==> src/rtl/vga_timing_pipe.sv <==
// Parametrised VGA timing generator: pixel-tick divider, H/V counters, renderer latency
// matching and a registered, blanked output stage.
module vga_timing_pipe #(
  parameter int H_ACTIVE = 640,
  parameter int H_FP     = 16,
  parameter int H_SYNC   = 96,
  parameter int H_BP     = 48,
  parameter int V_ACTIVE = 480,
  parameter int V_FP     = 10,
  parameter int V_SYNC   = 2,
  parameter int V_BP     = 33,
  parameter int CLK_DIV  = 4,
  parameter bit HS_POL   = 1'b0,
  parameter bit VS_POL   = 1'b0,
  parameter int PIPE_LAT = 1,
  parameter int COLOR_W  = 4,
  parameter int COORD_W  = 10
) (
  input  logic               clock,
  input  logic               reset,
  input  logic [COLOR_W-1:0] objRed,
  input  logic [COLOR_W-1:0] objGreen,
  input  logic [COLOR_W-1:0] objBlue,
  output logic               pTick,
  output logic [COORD_W-1:0] pixelX,
  output logic [COORD_W-1:0] pixelY,
  output logic               lineStart,
  output logic               frameStart,
  output logic               videoON,
  output logic               hSync,
  output logic               vSync,
  output logic [COLOR_W-1:0] vgaRed,
  output logic [COLOR_W-1:0] vgaGreen,
  output logic [COLOR_W-1:0] vgaBlue
);

  localparam int H_TOTAL = H_ACTIVE + H_FP + H_SYNC + H_BP;
  localparam int V_TOTAL = V_ACTIVE + V_FP + V_SYNC + V_BP;
  localparam int DIV_W   = (CLK_DIV > 1) ? $clog2(CLK_DIV) : 1;

  localparam logic [DIV_W-1:0]   DIV_LAST = DIV_W'(CLK_DIV - 1);
  localparam logic [COORD_W-1:0] X_LAST   = COORD_W'(H_TOTAL - 1);
  localparam logic [COORD_W-1:0] Y_LAST   = COORD_W'(V_TOTAL - 1);
  localparam logic [COORD_W-1:0] X_ACT    = COORD_W'(H_ACTIVE);
  localparam logic [COORD_W-1:0] Y_ACT    = COORD_W'(V_ACTIVE);
  localparam logic [COORD_W-1:0] HS_FIRST = COORD_W'(H_ACTIVE + H_FP);
  localparam logic [COORD_W-1:0] HS_LAST  = COORD_W'(H_ACTIVE + H_FP + H_SYNC - 1);
  localparam logic [COORD_W-1:0] VS_FIRST = COORD_W'(V_ACTIVE + V_FP);
  localparam logic [COORD_W-1:0] VS_LAST  = COORD_W'(V_ACTIVE + V_FP + V_SYNC - 1);

  // pTick is a one-clock strobe; every pixel-rate register below advances only when it is
  // high, so consumers treat it as a valid with no back-pressure (there is no ready).
  logic [DIV_W-1:0] div;
  logic             divRun;

  always_ff @(posedge clock or posedge reset) begin
    if (reset) begin
      div    <= '0;
      divRun <= 1'b0;
    end else begin
      divRun <= 1'b1;
      div    <= (div == DIV_LAST) ? '0 : div + 1'b1;
    end
  end

  // divRun keeps the CLK_DIV=1 case quiet until the first edge after reset release.
  assign pTick = divRun && (div == DIV_LAST);

  always_ff @(posedge clock or posedge reset) begin
    if (reset) begin
      pixelX <= '0;
      pixelY <= '0;
    end else if (pTick) begin
      if (pixelX == X_LAST) begin
        pixelX <= '0;
        pixelY <= (pixelY == Y_LAST) ? '0 : pixelY + 1'b1;
      end else begin
        pixelX <= pixelX + 1'b1;
      end
    end
  end

  assign lineStart  = pTick && (pixelX == '0);
  assign frameStart = lineStart && (pixelY == '0);

  logic actRaw, hsRaw, vsRaw;
  assign actRaw = (pixelX < X_ACT) && (pixelY < Y_ACT);
  assign hsRaw  = (pixelX >= HS_FIRST) && (pixelX <= HS_LAST);
  assign vsRaw  = (pixelY >= VS_FIRST) && (pixelY <= VS_LAST);

  logic actDly, hsDly, vsDly;

  generate
    if (PIPE_LAT == 0) begin : gNoDelay
      assign actDly = actRaw;
      assign hsDly  = hsRaw;
      assign vsDly  = vsRaw;
    end else begin : gDelay
      logic [PIPE_LAT-1:0] actSr, hsSr, vsSr;

      // Each shift keeps the low PIPE_LAT bits of {history, newest}; the MSB is the oldest.
      always_ff @(posedge clock or posedge reset) begin
        if (reset) begin
          actSr <= '0;
          hsSr  <= '0;
          vsSr  <= '0;
        end else if (pTick) begin
          actSr <= PIPE_LAT'({actSr, actRaw});
          hsSr  <= PIPE_LAT'({hsSr, hsRaw});
          vsSr  <= PIPE_LAT'({vsSr, vsRaw});
        end
      end

      assign actDly = actSr[PIPE_LAT-1];
      assign hsDly  = hsSr[PIPE_LAT-1];
      assign vsDly  = vsSr[PIPE_LAT-1];
    end
  endgenerate

  // Output register: all pins update on the same tick, and colour is forced to zero
  // outside the active area regardless of what the renderer drives.
  always_ff @(posedge clock or posedge reset) begin
    if (reset) begin
      videoON  <= 1'b0;
      hSync    <= ~HS_POL;
      vSync    <= ~VS_POL;
      vgaRed   <= '0;
      vgaGreen <= '0;
      vgaBlue  <= '0;
    end else if (pTick) begin
      videoON  <= actDly;
      hSync    <= hsDly ? HS_POL : ~HS_POL;
      vSync    <= vsDly ? VS_POL : ~VS_POL;
      vgaRed   <= actDly ? objRed   : '0;
      vgaGreen <= actDly ? objGreen : '0;
      vgaBlue  <= actDly ? objBlue  : '0;
    end
  end

endmodule

==> config.mk <==
export PLATFORM = sky130hd
export DESIGN_NAME = vga_timing_pipe
export DESIGN_NICKNAME = d
export VERILOG_FILES = /design/src/rtl/vga_timing_pipe.sv
export SDC_FILE = /design/constraint.sdc
export NUM_CORES = 1
export LEC_CHECK = 0
export ABC_CLOCK_PERIOD_IN_PS = 3300
export CAP_MARGIN = 20
export CORE_MARGIN = 2
export CORE_UTILIZATION = 51
export DETAILED_ROUTE_END_ITERATION = 16
export PLACE_DENSITY = 0.84
export SKIP_LAST_GASP = 1
export SLEW_MARGIN = 10
export SYNTH_ARGS = -nofsm -noshare
export SYNTH_HDL_FRONTEND = slang
export SYNTH_SLANG_ARGS = --single-unit
==> constraint.sdc <==
create_clock -name clock -period 3.3 [get_ports clock]
set_input_delay 0.825 -clock clock [delete_from_list [all_inputs] [get_ports clock]]
set_output_delay 0.825 -clock clock [all_outputs]
set_load 0.01 [all_outputs]
======== After elaboration in Yosys (flattened, before gate mapping) ========
Index checks and enable logic that the tools add are counted.
storage, ports and cells
  flip-flop bits (word level) ............. 41
  input bits .............................. 14
  word-level logic and storage cells ...... 42
operators by class
  add/sub/neg operators ................... 3
  magnitude comparators ................... 6
  equality and inequality tests ........... 3
  mux-type cells .......................... 8
  reductions and logical operators ........ 9
operators with widths
  kind                                                                                  number
  10-bit by 1-bit adder with 10-bit output, second input constant                       2
  10-bit == test, second input constant                                                 2
  10-bit zero test                                                                      2
  10-bit 2-to-1 mux                                                                     2
  4-bit 2-to-1 mux                                                                      3
  10-bit greater-or-equal comparator, second input constant                             1
  10-bit by 9-bit greater-or-equal comparator with 1-bit output, second input constant  1
  10-bit less-or-equal comparator, second input constant                                1
  10-bit by 9-bit less-or-equal comparator with 1-bit output, second input constant     1
  10-bit < comparator, second input constant                                            1
  10-bit by 9-bit < comparator with 1-bit output, second input constant                 1
  1-bit logical AND                                                                     6
  2-bit by 1-bit adder with 2-bit output, second input constant                         1
  2-bit == test, second input constant                                                  1
  1-bit 2-to-1 mux                                                                      2
  2-bit 2-to-1 mux                                                                      1
  2-bit AND reduction                                                                   1

======== Depth between registers and ports, before layout ========
Gate-level depths: netlist of the first run.
  depth after elaboration ................. 4
  mapped depth ............................ 7
  depth with buffers taken out ............ 6

======== Worst setup path after synthesis of the first run ========
OpenSTA, ideal clock, no wires.
  path type ............................... flip-flop to output port
  start point ............................. reg div[0]
  end point ............................... out frameStart
  data arrival time ....................... 1.650 ns
  required time ........................... 2.475 ns
  path slack .............................. 0.825 ns
  stages on the path, launching flop included .. 7
  buffers on the path ..................... 0
  cells stage by stage .................... dfrtp_1 > ha_1 > nand2_1 > clkinv_1 > nand3_1 > nor4b_1 > and2_1
between the ends
  cells in the longest elaborated chain, start to end .. 4
ends and longest elaborated chain
  what                    RTL line  text
  from (decl)             53        logic [DIV_W-1:0] div;
  from (signal assigned)  62        div <= (div == DIV_LAST) ? '0 : div + 1'b1;
  2-bit == test           67        assign pTick = divRun && (div == DIV_LAST);
  1-bit logical AND       67
  1-bit logical AND       83        assign lineStart = pTick && (pixelX == '0);
  named net lineStart     27        output logic lineStart,
  1-bit logical AND       84        assign frameStart = lineStart && (pixelY == '0);
  to (decl)               28        output logic frameStart,
The timed path passes the listed nets, and every way through them passes these cells.

======== Worst setup path after layout of the first run ========
  start point ............................. reg pixelX[3]
  end point ............................... out frameStart
between the ends
  cells in the longest elaborated chain, start to end .. 3
ends and longest elaborated chain
  what                    RTL line  text
  from (decl)             25        output logic [COORD_W-1:0] pixelX,
  from (signal assigned)  78        pixelX <= pixelX + 1'b1;
  10-bit zero test        83
  1-bit logical AND       83
  1-bit logical AND       84
Every way passes these cells.

==> results.md, run 1 <==
- The maximum number of pins on one net before global-route repair is between 40 and 50.
- The vertical die dimension is 65.71 um.
- The total number of yosys warnings is 0.
- Along the worst path, the maximum fanout reaches 7.
- The clock latency on the worst-skew pair is between 200 and 300 ps.
- Traced cell by cell, the critical path runs through nor4_1 > nand3_1 > nor4b_1 > and2_1 > clkdlybuf4s50_1.
- sky130_fd_sc_hd__dfrtp_1 takes more of the synthesized area than any other cell.
- In this run, synthesis produced a sequential element count of 41.
- Clock skew on the completed layout was measured at roughly 4.7 ps.
- The number of nets produced by synthesis is ~220.
- At the end of routability-driven placement, the weighted congestion stood at between 0.8 and 0.9.
- The flow ran to the end, and the final reports show no timing, DRC or antenna violations.
- The floorplan step defined a die boundary enclosing between 0.004 and 0.005 mm^2.
- The count of final hold-check violations is 0.
- The netlist uses 38 different library cells.
- The standard cell with the maximum stage delay on the critical path is sky130_fd_sc_hd__clkdlybuf4s50_1.
- After legalization and detailed placement, the total HPWL measured approximately 2.8 mm.
- The number of inserted filler cells in the final layout is between 200 and 300.
- In the synthesized netlist, the cells that appear most often are 51 x sky130_fd_sc_hd__nand2_1, 39 x sky130_fd_sc_hd__dfrtp_1, 23 x sky130_fd_sc_hd__nand3_1.
- The endpoint kind of the worst setup timing path is a primary output.
- The count of final max-slew check failures is 0.
- The cell count after synthesis came out at roughly 200.
- The max capacitance violation total is 0.
- The via total after detailed routing is ~1.6k.
- In this run, CTS created clock tree buffers numbering 5.
- The CTS H-tree depth is 2.
- Overall power consumption after layout is estimated at 1163 uW.
- Using the TritonRoute via totals, the vias-per-cell ratio works out to 5.174.
- The overall global routing resource usage is 0.2081.
- The net count of the finished layout is between 200 and 300.
- The leakage power is around 0.0012 uW.
- Setup repair after global routing left no endpoint under its margin.
- The layout overhead on the synthesized area is 34.92%.
- The most used standard cell by instance count after synthesis is sky130_fd_sc_hd__nand2_1.
- The port buffer count is 51.
- Dividing the final minimum period by the clock period gives 0.9465.
- Of the synthesized area, sequential elements account for 0.5296.
- The global-route wire length before repair is approximately 7 mm.
- The core region is approximately 0.0037 mm^2.
- The count of buffer and inverter cells on the critical path is 1.
- The smallest clock period supported by the final layout is computed as between 3000 and 4000 ps.
- Power spread over the standard cell area amounts to approximately 440 mW/mm^2.
- The number of rows created at floorplan is 22.
- The die boundary width is roughly 66 um.
- In the routed design, unresolved DRC markers number 0.
- The total negative slack is 0 ps.
- The worst setup path is launched from a flip-flop.
- In this run the mean area of a mapped cell was approximately 9.6 um^2.
- Once the clock tree was built, the resizer swapped 0 gates to a different size.
- The arrival time reported for the critical path endpoint is approximately 2300 ps.
- Dividing the detail-routed wire length by the instance count gives roughly 13 um.
- The share of the synthesized area in the top cell type is 0.5026.
- TritonCTS built the clock tree.
- Counting flops with a built-in enable in the synthesized netlist gives 0.
- The total of hold buffers inserted after clock tree synthesis is 0.
- Global routing finished with a remaining overflow of 0.
- The number of antenna diodes in the final layout is 0.
- In this run, the number of DRC markers left after iteration 0 of detailed routing was 74.
- The clock transition at the register clock pins on the worst setup and hold paths after CTS is 80 ps.
- In the synthesized netlist the async set-or-reset flop fraction comes to 1.000.
- The effective utilization at floorplan is 0.5304.
- The initial antenna violation count is 0.
- In this run the worst hold path is classified as reg -> reg.
- The first TritonRoute pass finished after 4 iterations.
- The cell chosen for the clock root is sky130_fd_sc_hd__clkbuf_8.
- The longest clock path from root to sink contains 2 buffers.
- The setup check on the worst reg-to-reg path leaves a slack of 1270 ps.
- The critical path is of the reg -> out type.
- Setup violations remaining at the end of the flow were counted as 0.
- Of the cells placed in the final design, the portion with a size suffix greater than 1 is 0.07813.
- In this design, the stage delay of the slowest critical-path cell is 530 ps.
- During I/O placement, the number of pins put on the boundary was 52.
- The post-synthesis instance area is roughly 0.002 mm^2.
- The required time of the worst setup path is approximately 2500 ps.
- The worst-case IR drop observed on VDD is 0.3552 mV.
- The via count of the first global-routing pass came to 1504.
- Static timing analysis puts the maximum clock frequency at roughly 320 MHz.
- The detail route stage leaves a number of antenna-violating nets equal to 0.
- The number of sinks on the clock net is 41.
- In this design, the largest share of critical-path delay is due to simple AND/OR/NAND/NOR gates.
- The number of setup buffers added after CTS is 0.
- Yosys attributes the largest share of cell area to sky130_fd_sc_hd__dfrtp_1 50%, sky130_fd_sc_hd__nand2_1 9.9%, sky130_fd_sc_hd__nand3_1 5.9%.
- For this run, the leading register cell type out of synthesis is sky130_fd_sc_hd__dfrtp_1.
- The sum of routed wire length over all layers is 3.942 mm.
==> per-stage QoR <==
| stage | setup WS, ps | cell area (um^2) | utilization | hold slack, ps | cells |
|---|---|---|---|---|---|
| final | 176.7 | 2620 | 0.7157 | 427.5 | 304 |
| after global routing | 10.41 | 2620 | 0.7157 | 444.1 | 304 |
| after global placement | 483.7 | 2500 | 0.6828 | 410.2 | 296 |
| after CTS | 142.1 | 2620 | 0.7157 | 428.0 | 304 |
| after detailed placement | 467.0 | 2500 | 0.6828 | 417.9 | 296 |
| after floorplan | 824.7 | 1942 | - | 403.1 | 202 |
==> where the power goes <==
group          internal [uW]  switching (uW)
Combinational            101            67.4
Sequential               541            43.0
Clock                    246             165
Total                    887             276
==> worst paths after layout <==
path,endpoint,cells after the start,startpoint
setup / recovery,frameStart,5,pixelX[3]
hold / removal,hSync,1,gDelay.hsSr
setup reg to reg,pixelY[6],5,pixelX[1]
hold reg to reg,hSync,1,gDelay.hsSr
max in group asynchronous,hSync,3,reset
min in group asynchronous,pixelY[7],3,reset
==> flip-flops by register name, indices dropped and copies added (netlist names) <==
name and flops:
divRun 1, gDelay.vsSr 1, videoON 1, div 2
vSync 1, pixelX 10, actDly 1, vgaRed 4
gDelay.hsSr 1, pixelY 10, hSync 1, vgaBlue 4
vgaGreen 4
==> cells by family (layout without fill, tap and decap cells) <==
family / count (synthesis) / after routing / synth area share
other cells: 1 / 1 / 0.001931
xor+xnor: 11 / 11 / 0.05348
mux: 2 / 2 / 0.01031
simple gates: 108 / 108 / 0.2816
compound gates: 19 / 19 / 0.05928
fa+ha+maj: 5 / 5 / 0.03222
buf+inv: 15 / 69 / 0.03157
flops: 41 / 41 / 0.5296
==> worst register-to-register path, stage by stage, from the launching register on <==
cell and delay, ps:
sky130_fd_sc_hd__dfrtp_1 430, sky130_fd_sc_hd__ha_1 230, sky130_fd_sc_hd__and4_1 370, sky130_fd_sc_hd__nand4_4 190, sky130_fd_sc_hd__or4_4 570, sky130_fd_sc_hd__xnor2_2 140
==> cell type report <==
cell class                      count  area [um^2]  share of cell area
Clock buffer                        6        82.58             0.03152
Clock inverter                      2        37.54             0.01433
Inverter                            7        26.28             0.01003
Multi-Input combinational cell    146        852.1              0.3252
Sequential cell                    41         1028              0.3926
Tap cell                           48        60.06             0.02292
Timing Repair Buffer               54        533.0              0.2034
==> metal layers <==
metal | track usage | vias to the layer above | part of all wire
met1 | 0.2872 | 727 | 0.47
met4 | 0.07031 | 0 | 0.015
li1 | - | 800 | -
met5 | 0 | - | 0
met2 | 0.3207 | 38 | 0.46
met3 | 0.05137 | 8 | 0.053
==> cells in the final DEF, fill, tap and decap left out, types with 3 or more instances in the layout <==
| cell | instances |
|---|---|
| sky130_fd_sc_hd__clkdlybuf4s50_1 | 51 |
| sky130_fd_sc_hd__xor2_1 | 3 |
| sky130_fd_sc_hd__inv_1 | 6 |
| sky130_fd_sc_hd__and2_1 | 3 |
| sky130_fd_sc_hd__nor3_1 | 3 |
| sky130_fd_sc_hd__nand4_1 | 5 |
| sky130_fd_sc_hd__o21ai_0 | 7 |
| sky130_fd_sc_hd__dfrtp_1 | 39 |
| sky130_fd_sc_hd__nand3_1 | 23 |
| sky130_fd_sc_hd__a21oi_1 | 4 |
| sky130_fd_sc_hd__clkbuf_8 | 6 |
| sky130_fd_sc_hd__buf_4 | 3 |
| sky130_fd_sc_hd__ha_1 | 5 |
| sky130_fd_sc_hd__nor4_1 | 4 |
| sky130_fd_sc_hd__xnor2_1 | 7 |
| sky130_fd_sc_hd__nor2_1 | 9 |
| sky130_fd_sc_hd__nand2_1 | 51 |
Note: power is estimated with default switching activity, not from simulation.
==> run 2: changes to the inputs <==
CTS_CLUSTER_DIAMETER = 50   (was unset)
==> results of run 2 <==
The final DEF is identical to that of run 1; final timing and power are the same.
==> edit 1, RTL diff (config.mk and constraints of run 1) <==
`COLOR_W`: 4 -> 5.
--- a/src/rtl/vga_timing_pipe.sv
+++ b/src/rtl/vga_timing_pipe.sv
@@ -13,7 +13,7 @@
   parameter bit HS_POL   = 1'b0,
   parameter bit VS_POL   = 1'b0,
   parameter int PIPE_LAT = 1,
-  parameter int COLOR_W  = 4,
+  parameter int COLOR_W  = 5,
   parameter int COORD_W  = 10
 ) (
   input  logic               clock,
Ports: changed (6 resized); port bits go from 52 to 58. No check against the original RTL was run, so the function may have changed too.
==> edit 1 against run 1 <==
Worst setup slack lost 0.050 ns. Final area grew 6.6%. Wire length grew 20%. Count of clock-buffer cells in the layout fell by 1. Area after synthesis increased by 4.3%. First-iteration DRC count grew 50%. Combinational power is 8% higher. Sequential cell count grew 3. Power rose by 11%. Highest routed layer unchanged. Synthesized cell count rose by 5.0%.
==> edit 1: results (changes against run 1) <==
* Status: complete, no violations (unchanged)
* Buffers added on ports at 57 (was 51)
* Hold Path Class: flop to flop (unchanged)
* Multi-input gate count at 152 (was 146)
* Met2 WL at 2160 um (was 1830 um)
* Clk_skew at 0.00875 ns (was 0.00468 ns)
* Clock buffers at 5 (was 6)
* Sw Ratio at 0.232 (was 0.237)
* Via/cell ratio at 5.44 (was 5.17)
* First-pass GRT wire length at 7720 um (was 6850 um)
* Rel. slew slack at 0.507
* DR top layer: met4 (unchanged)
* XOR/XNOR Fraction of Synth Area at 0.0433 (was 0.0535)
* Mapped Cells at 212 (was 202)
* Root buffer selected by CTS: clkbuf_8 (unchanged)
* Clock group share of total power at 0.369 (was 0.353)
* Synth warn at 0 (unchanged)
* Post-Synth Adder-Cell Area at 0.0309 (was 0.0322)
* Synth cell types at 39 (was 38)
* Top_reg_cell synth: dfrtp_1 (unchanged)
* Met1 WL at 2200 um (was 1840 um)
* Area after DPL at 2660 sq um (was 2500 sq um)
* Comb pwr share at 0.142 (was 0.145)
* WL per Instance at 14.7 um (was 13.0 um)
* ClkCell Share at 0.0461 (was 0.0458)
* Non-clock buffers at 62 (was 54)
* GRT Util Overall at 0.232 (was 0.208)
* Buffering overhead at 0.218 (was 0.203)
* GPL Wtd Cong at 0.862 (was 0.898)
* Pre-CTS WS at 0.334 ns (was 0.467 ns)
* Register area share after synthesis at 0.545 (was 0.530)
* Peak supply drop at 0.435 mV (was 0.355 mV)
* Clock transition at path regs at 0.07 ns
* Combined area of the multi-input logic cells at 866 sq um (was 852 sq um)
* Largest net degree at the start of global routing at 30 (was 42)
* GR Layer Usage met2 at 0.363 (was 0.321)
* Fill cells at 279 (was 283)
* GRT met3 Usage at 0.0574 (was 0.0514)
* Layout Nets at 294 (was 274)
* Die area at 4490 sq um (was 4320 sq um)
* DRT iter0 DRCs at 111 (was 74)
* Clock network power at 474 uW (was 411 uW)
* Sequential cell area at 1100 sq um (was 1030 sq um)
* Metal3 WL at 289 um (was 207 um)
* Share of cells above drive strength 1 at 0.0809 (was 0.0781)
* Leakage at 1.26 nW (was 1.18 nW)
* Post-Syn Nets at 234 (was 221)
* Num Clock Sinks at 44 (was 41)
* Vias in the first global route at 1653 (was 1504)
* Detail Placement HPWL at 3240 um (was 2790 um)
* Post-synth top cells: nand2_1, dfrtp_1, nand3_1 (unchanged)
* Main area contributors after synthesis: dfrtp_1, nand2_1, nand3_1 (unchanged)
* Placed insts at 313 (was 296)
* Final wirelength at 4710 um (was 3940 um)
* Multiplexer area fraction after synthesis at 0.00494 (was 0.0103)
* Worst skew pair latency at 0.30 ns
* H-Tree Depth at 2 (unchanged)
* Final Cell Area at 2790 sq um (was 2620 sq um)
* Compound-Gate Fraction of Synth Area at 0.0643 (was 0.0593)
* Routing usage on met1 at 0.307 (was 0.287)
## edit 1: changes by cell type in the layout (fill, tap and decap cells not counted), sizes merged, moves of 3 or more
cell	delta
clkdlybuf4s50	+6
nor2	-3
a21oi	-3
dfrtp	+3
xnor2	-3
nand2	+5
## edit 1: what timing repair did
action	4_1_cts	5_1_grt
endpoints found under the setup margin	1	0
resized for setup	1	0
hold buffers	0	0
## edit 1: worst paths after layout
| path | start | end | slack (ns) | depth (start not counted) |
|---|---|---|---|---|
| max reg2reg | pixelX[5] | pixelY[3] | 0.99 | 4 |
| min reg2reg | div[0] | div[0] | 0.43 | 1 |
| max | pixelX[7] | frameStart | 0.13 | 5 |
| min in group asynchronous | reset | vgaGreen[3] | 0.87 | 2 |
| min | div[0] | div[0] | 0.43 | 1 |
| max in group asynchronous | reset | hSync | 1.78 | 3 |
## edit 1: critical path, stage by stage, from the launching register on
cell and delay [ns]:
dfrtp_1 0.47, nor4_1 0.34, nand4b_1 0.15, nor4_2 0.32, and4_1 0.25, clkdlybuf4s50_1 0.53
==> edit 2, RTL diff (settings of run 1) <==
Made on the original files. Register the output `pixelY` once more; this adds one clock of latency there. The other outputs are not delayed to match.
--- a/src/rtl/vga_timing_pipe.sv
+++ b/src/rtl/vga_timing_pipe.sv
@@ -48,6 +48,8 @@
   localparam logic [COORD_W-1:0] VS_FIRST = COORD_W'(V_ACTIVE + V_FP);
   localparam logic [COORD_W-1:0] VS_LAST  = COORD_W'(V_ACTIVE + V_FP + V_SYNC - 1);
 
+  logic [COORD_W-1:0] pixelY_s0;
+
   // pTick is a one-clock strobe; every pixel-rate register below advances only when it is
   // high, so consumers treat it as a valid with no back-pressure (there is no ready).
   logic [DIV_W-1:0] div;
@@ -69,11 +71,11 @@
   always_ff @(posedge clock or posedge reset) begin
     if (reset) begin
       pixelX <= '0;
-      pixelY <= '0;
+      pixelY_s0 <= '0;
     end else if (pTick) begin
       if (pixelX == X_LAST) begin
         pixelX <= '0;
-        pixelY <= (pixelY == Y_LAST) ? '0 : pixelY + 1'b1;
+        pixelY_s0 <= (pixelY_s0 == Y_LAST) ? '0 : pixelY_s0 + 1'b1;
       end else begin
         pixelX <= pixelX + 1'b1;
       end
@@ -81,12 +83,12 @@
   end
 
   assign lineStart  = pTick && (pixelX == '0);
-  assign frameStart = lineStart && (pixelY == '0);
+  assign frameStart = lineStart && (pixelY_s0 == '0);
 
   logic actRaw, hsRaw, vsRaw;
-  assign actRaw = (pixelX < X_ACT) && (pixelY < Y_ACT);
+  assign actRaw = (pixelX < X_ACT) && (pixelY_s0 < Y_ACT);
   assign hsRaw  = (pixelX >= HS_FIRST) && (pixelX <= HS_LAST);
-  assign vsRaw  = (pixelY >= VS_FIRST) && (pixelY <= VS_LAST);
+  assign vsRaw  = (pixelY_s0 >= VS_FIRST) && (pixelY_s0 <= VS_LAST);
 
   logic actDly, hsDly, vsDly;
 
@@ -137,5 +139,9 @@
     end
   end
 
+  always_ff @(posedge clock) begin
+    pixelY <= pixelY_s0;
+  end
+
 endmodule
 
Check against the original RTL: no difference found for any inputs over 10 cycles, from zero or initial values and one cycle with reset high; that may be too few to reach the edited logic, so the function may still have changed.
==> edit 2 against run 1 <==
Maximum frequency is 8.6% higher. Non-clock buffer count grew 2. Area after synthesis increased by 10%. Final area up 9.2%. Power grew 14%. Sequential share of layout area increased by 3.7 points. Sequential cell count increased by 10. Wire length is 19% higher. Combinational power up 7%. Global-route usage rose by 1.0 points. Worst setup slack better by 0.25 ns. Highest routed layer unchanged.
==> edit 2: results (changes against run 1) <==
* Comb. pwr at 181 uW (was 169 uW)
* Final WS setup at 0.425 ns (was 0.177 ns)
* Flop2flop setup slack at 1.29 ns (was 1.27 ns)
* Die area at 4740 sq um (was 4320 sq um)
* Fill cells at 311 (was 283)
* Multi-input gate count at 147 (was 146)
* Sequential cell area at 1230 sq um (was 1030 sq um)
* Largest stage delay on the critical path at 0.59 ns (was 0.53 ns)
* Buffering overhead at 0.192 (was 0.203)
* Post-synth ARST share at 0.804 (was 1.00)
* Status: complete, no violations (unchanged)
* CP endpoint: lineStart (was frameStart)
* Pre-CTS WS at 0.278 ns (was 0.467 ns)
* GPL Wtd Cong at 0.951 (was 0.898)
* Layout Nets at 291 (was 274)
* Placed insts at 315 (was 296)
* # resized after CTS at 1 (was 0)
* Hold Path Sink: div[0] (was hSync)
* DRT iter0 DRCs at 150 (was 74)
* Vias in the first global route at 1549 (was 1504)
* Post-Syn Nets at 236 (was 221)
* Leakage at 1.28 nW (was 1.18 nW)
* Peak supply drop at 0.313 mV (was 0.355 mV)
* Number of cells on the worst reg-to-reg path at 6 (was 5)
* Crit path from: pixelX[5] (was pixelX[3])
* Clk_skew at 0.00452 ns (was 0.00468 ns)
* Syn Area/Cell at 9.88 sq um (was 9.61 sq um)
* Critical Path AT at 2.05 ns (was 2.30 ns)
* Net switching power at 320 uW (was 276 uW)
* GRT Util Overall at 0.218 (was 0.208)
* Post-synth top cells: nand2_1, dfrtp_1, nand3_1 (unchanged)
* Seq area share at 0.430 (was 0.393)
* Worst r2r src: div[0] (was pixelX[1])
* Via/cell ratio at 5.41 (was 5.17)
* Fraction of area in multi-input gates at 0.301 (was 0.325)
* Vias at 1748 (was 1573)
* WHS at 0.436 ns (was 0.427 ns)
* Synth cell types at 41 (was 38)
* Hold_sp: div[0] (was gDelay.hsSr)
* ClkCell Share at 0.0411 (was 0.0458)
* Worst reg2reg endpoint: pixelY_s0[0] (was pixelY[6])
* Register area share after synthesis at 0.573 (was 0.530)
* Clock network power at 440 uW (was 411 uW)
* Seq_cells at 51 (was 41)
* First-pass GRT wire length at 7510 um (was 6850 um)
* WL per Instance at 14.5 um (was 13.0 um)
* PD cells at 464 nW/um^2 (was 444 nW/um^2)
* Non-clock buffers at 56 (was 54)
[edit 2: cell count changes in the layout (fill, tap and decap cells not counted), moves of 3 or more]
cell and delta:
inv_1 +5, nor2_1 +3, nand4_1 +4, dfxtp_1 +10, xor2_1 +3, o21ai_0 +6, xnor2_1 -3, nand2_1 -5
nand3_1 -6, nor3_1 -3
[edit 2: per-layer routing]
metal | track usage | wire [um]
met4 | 0.0686 | 86
met3 | 0.0682 | 279
met5 | 0 | 0
met2 | 0.338 | 2250
met1 | 0.295 | 2070
[edit 2: cell families (layout without fill, tap and decap cells)]
kind of cell / Yosys count / in the layout / share of synthesized area
xor+xnor: 10 / 10 / 0.0409
simple gates: 105 / 105 / 0.249
other cells: 1 / 1 / 0.00175
buf+inv: 19 / 75 / 0.0356
flops: 51 / 51 / 0.573
compound gates: 26 / 26 / 0.0706
fa+ha+maj: 5 / 5 / 0.0292
